## src/rtl/k_dp_2deep_fifo_ctrl.sv

```systemverilog
// Pointer/flag controller for the 2-deep dual-port RAM FIFO.
// Data stays in the RAM; this block only produces write strobe, addresses and flags.
module k_dp_2deep_fifo_ctrl #(
   parameter int ADDR_W = 1,
   parameter int CNT_W  = ADDR_W + 1
) (
   input  logic              clk,
   input  logic              rst,
   input  logic              flush,
   input  logic              in_valid,
   output logic              in_ready,
   output logic              out_valid,
   input  logic              out_ready,
   output logic              ram_wen,
   output logic [ADDR_W-1:0] ram_waddr,
   output logic [ADDR_W-1:0] ram_raddr,
   output logic [CNT_W-1:0]  count,
   output logic              full,
   output logic              empty
);

   localparam int                DEPTH   = 1 << ADDR_W;
   localparam logic [CNT_W-1:0]  DEPTH_C = CNT_W'(DEPTH);
   localparam logic [ADDR_W-1:0] PTR_ONE = ADDR_W'(1);
   localparam logic [CNT_W-1:0]  CNT_ONE = CNT_W'(1);

   logic [ADDR_W-1:0] wptr;
   logic [ADDR_W-1:0] rptr;
   logic              push;
   logic              pop;

   // Valid/ready: a transfer happens on a rising edge where valid and ready are both 1.
   // Readies and valids depend only on registered state, rst and flush, never on the
   // opposite side's handshake input.
   assign full      = (count == DEPTH_C);
   assign empty     = (count == '0);
   assign in_ready  = !full  && !rst && !flush;
   assign out_valid = !empty && !rst && !flush;
   assign push      = in_valid  && in_ready;
   assign pop       = out_valid && out_ready;

   assign ram_wen   = push;
   assign ram_waddr = wptr;
   assign ram_raddr = rptr;

   always_ff @(posedge clk) begin
      if (rst || flush) begin
         wptr  <= '0;
         rptr  <= '0;
         count <= '0;
      end else begin
         if (push) wptr <= wptr + PTR_ONE;
         if (pop)  rptr <= rptr + PTR_ONE;
         // Simultaneous push and pop leaves occupancy unchanged.
         case ({push, pop})
            2'b10:   count <= count + CNT_ONE;
            2'b01:   count <= count - CNT_ONE;
            default: count <= count;
         endcase
      end
   end

endmodule
```

## config.mk

```make
export PLATFORM = sky130hd
export DESIGN_NAME = k_dp_2deep_fifo_ctrl
export DESIGN_NICKNAME = d
export VERILOG_FILES = /design/src/rtl/k_dp_2deep_fifo_ctrl.sv
export SDC_FILE = /design/constraint.sdc
export NUM_CORES = 1
export LEC_CHECK = 0
export CAP_MARGIN = 20
export CELL_PAD_IN_SITES_DETAIL_PLACEMENT = 2
export CELL_PAD_IN_SITES_GLOBAL_PLACEMENT = 2
export CORE_MARGIN = 1
export CORE_UTILIZATION = 15
export DETAILED_ROUTE_END_ITERATION = 10
export PLACE_DENSITY_LB_ADDON = 0.1
export SYNTH_ARGS = -nofsm -noshare
export SYNTH_HDL_FRONTEND = slang
export SYNTH_SLANG_ARGS = --single-unit
export TNS_END_PERCENT = 5
```

## constraint.sdc

```tcl
create_clock -name clk -period 2.1 [get_ports clk]
set_input_delay 0.315 -clock clk [delete_from_list [all_inputs] [get_ports clk]]
set_output_delay 0.315 -clock clk [all_outputs]
set_load 0.02 [all_outputs]
```

==> summary.md <==
| Metric | Value |
|---|---|
| Critical Path RT | `1.78 ns` |
| Hold Crit Class | `flip-flop to flip-flop` |
| Buffers & Inverters on Critical Path | `1` |
| Post-synth EDFFs | `0` |
| Clock slew at reported path FFs | `0.04 ns` |
| Crit path DAT | `1.67 ns` |
| Setup TNS | `0 ns` |
| Post-synthesis sequential area ratio | `38.10%` |
| CP cell instances | `nor2b_1 > clkdlybuf4s50_1` |
| Final RePlAce weighted congestion | `0.6468` |
| Critical Path End Type | `output port` |
| CORE AREA | `1301 um2` |
| Fin area | `394.1 um2` |
| Synth top area cells | `dfxtp_1 38%, nor2_1 8.9%, xor2_1 8.3%` |
| Yosys top cell area share | `38.10%` |
| Final Max Tran Viols | `0` |
| Starting Density | `16.15%` |
| Largest stage delay on the critical path | `0.68 ns` |
| Largest net degree at the start of global routing | `7` |
| CTS Buf Count | `3` |
| Max Cap Viol | `0` |
| Syn. warnings | `0` |
| Hold Fails Final Rpt | `0` |
| Ys async rst share | `0%` |
| Cell accounting for the most synthesized area | `dfxtp_1` |
| Layout area overhead | `87.50%` |
| Setup WS post-layout | `0.1106 ns` |
| Mean post-synth cell area | `7.785 um2` |
| Detailed Route WL | `628 um` |
| Placed Area | `375.4 um2` |
| DRC Markers | `0` |
| Antenna Cells | `0` |
| Clk Latency, worst-skew pair | `0.23 ns` |
| Final ANT Viol Nets | `0` |
| CTS Root Cell | `clkbuf_4` |
| Crit path max fanout | `6` |
| Pre-CTS setup slack | `-0.09849 ns` |
| Drt wl/cell | `10.64 um` |
| Worst clock skew | `0.001675 ns` |
| CP Launch Type | `flip-flop` |
| CTS HTree Levels | `1` |
| GRT overflow | `0` |
| Flops & latches, synth | `4` |
| Mapped Cells | `27` |
| Share of post-route cells with drive strength above 1 | `15.91%` |
| Hold-fix buffers at CTS | `0` |
| Vias in the first global route | `261` |
| # setup viols final | `0` |
| Pwr/cell area | `520.0 nW/um2` |
| Initial antenna violation count | `0` |
| CTS sink count | `4` |
| DR pass1 iterations | `1` |
| Max Freq | `502.7 MHz` |
| Total number of vias | `239` |
| Die span in y | `39.44 um` |
| Slowest CP cell | `clkdlybuf4s50_1` |
| Gr usage total | `10.42%` |
| Synth top cells by count | `5 x nor2_1, 4 x dfxtp_1, 3 x o21ai_0` |
| Post-CTS Setup Bufs | `0` |
| CTS tree | `yes` |
| Yosys cell types | `14` |
| RSZ-0062 raised after global routing | `false` |
| IO Port Bufs | `13` |
| Synth Flop Type | `dfxtp_1` |
| VDD IR max | `0.2459 mV` |
| Synth Cell Area | `210.2 um2` |
| Drt first-iter violations | `0` |
| Chip width | `39.44 um` |
| Most common cell in the netlist | `nor2_1` |
| First-pass GRT wire length | `1.007 mm` |
| # IOs | `14` |
| CTS max path bufs | `2` |
| Critical path class | `flip-flop to output port` |
| Final nets | `52` |
| Vias/cell | `4.051` |
| Period Utilization, post-route | `94.73%` |
| Min Clock Period, post-route | `1.989 ns` |
| CP top delay family | `buffers and inverters` |
| Worst-Margin Slew | `0.3702 ns` |
| Relative slew margins | `75.27%` |
| Status | `complete, no violations` |
| Leakage power | `0.1600 nW` |
| Core Util, Final | `30.29%` |
| Dpl hpwl | `533.8 um` |
| Mapped Nets | `33` |
| Placement Rows | `13` |
| Die Area | `1555 um2` |
## registers in the layout, indices dropped and copies added, names as in the netlist
register / cells
count: 2
ram_raddr: 1
ram_waddr: 1
## where the power goes
group	internal (mW)	switching, mW
registers	0.0781	0.00165
logic	0.0185	0.0147
clock network	0.0637	0.0283
## metrics by stage
stage          power [mW]  hold slack, ns  cells
2_1_floorplan     0.09606          0.5510     27
3_3_place_gp       0.1156          0.4785     56
3_5_place_dp       0.1161          0.4928     56
4_1_cts            0.2138          0.4966     59
5_1_grt            0.2209          0.5405     59
6_report           0.2049          0.4881     59
## cell families after synthesis
family / Yosys count / share of synthesized area (%)
AO/OA/AOI/OAI: 5 / 11.90
XOR/XNOR: 3 / 12.50
adder cells (fa/ha/maj): 1 / 5.951
buffers and inverters: 3 / 5.357
flip-flops: 4 / 38.10
AND/OR/NAND/NOR: 11 / 26.19
## path summary, 6_finish.rpt
path,startpoint,end,slack (ns),cells past startpoint
setup / recovery,count[1],full,0.11,2
hold / removal,ram_waddr,ram_waddr,0.49,2
setup reg to reg,count[1],count[1],0.41,6
hold reg to reg,ram_waddr,ram_waddr,0.49,2
## layout make-up
type	instances	area (um2)
clock buffers	3	22.52
flip-flops and latches	4	80.08
repair buffers	15	141.4
fillers	168	907.1
inverters	2	7.507
well taps	15	18.77
multi-input cells	20	123.9
## cells in the final DEF, fill, tap and decap left out, drive strengths merged, types with 2 or more instances in the layout
cell type and instances:
a21oi 2, buf 2, clkbuf 3, clkdlybuf4s50 10, dfxtp 4, dlygate4sd2 3
inv 2, nor2 5, o21ai 3, or3 2, xor2 2
## layer usage
metal / vias to the layer above / GRT usage (%) / routed length (um)
li1: 125 / - / -
met1: 108 / 11.41 / 289
met2: 6 / 15.16 / 312
met3: 0 / 3.409 / 25
met4: 0 / 10.34 / 0
met5: - / 0 / 0
## worst min-delay path: cells and delay by family (launching register included)
family	cells	cell delay, ns
AOI/OAI and AO/OA	2	0.13
DFF	1	0.31
## timing repair
action	in CTS	in global routing
gates resized for setup	3	0
endpoints found under the setup margin	3	0
endpoints found under the hold margin	0	0
(Power assumes the default switching activity.)
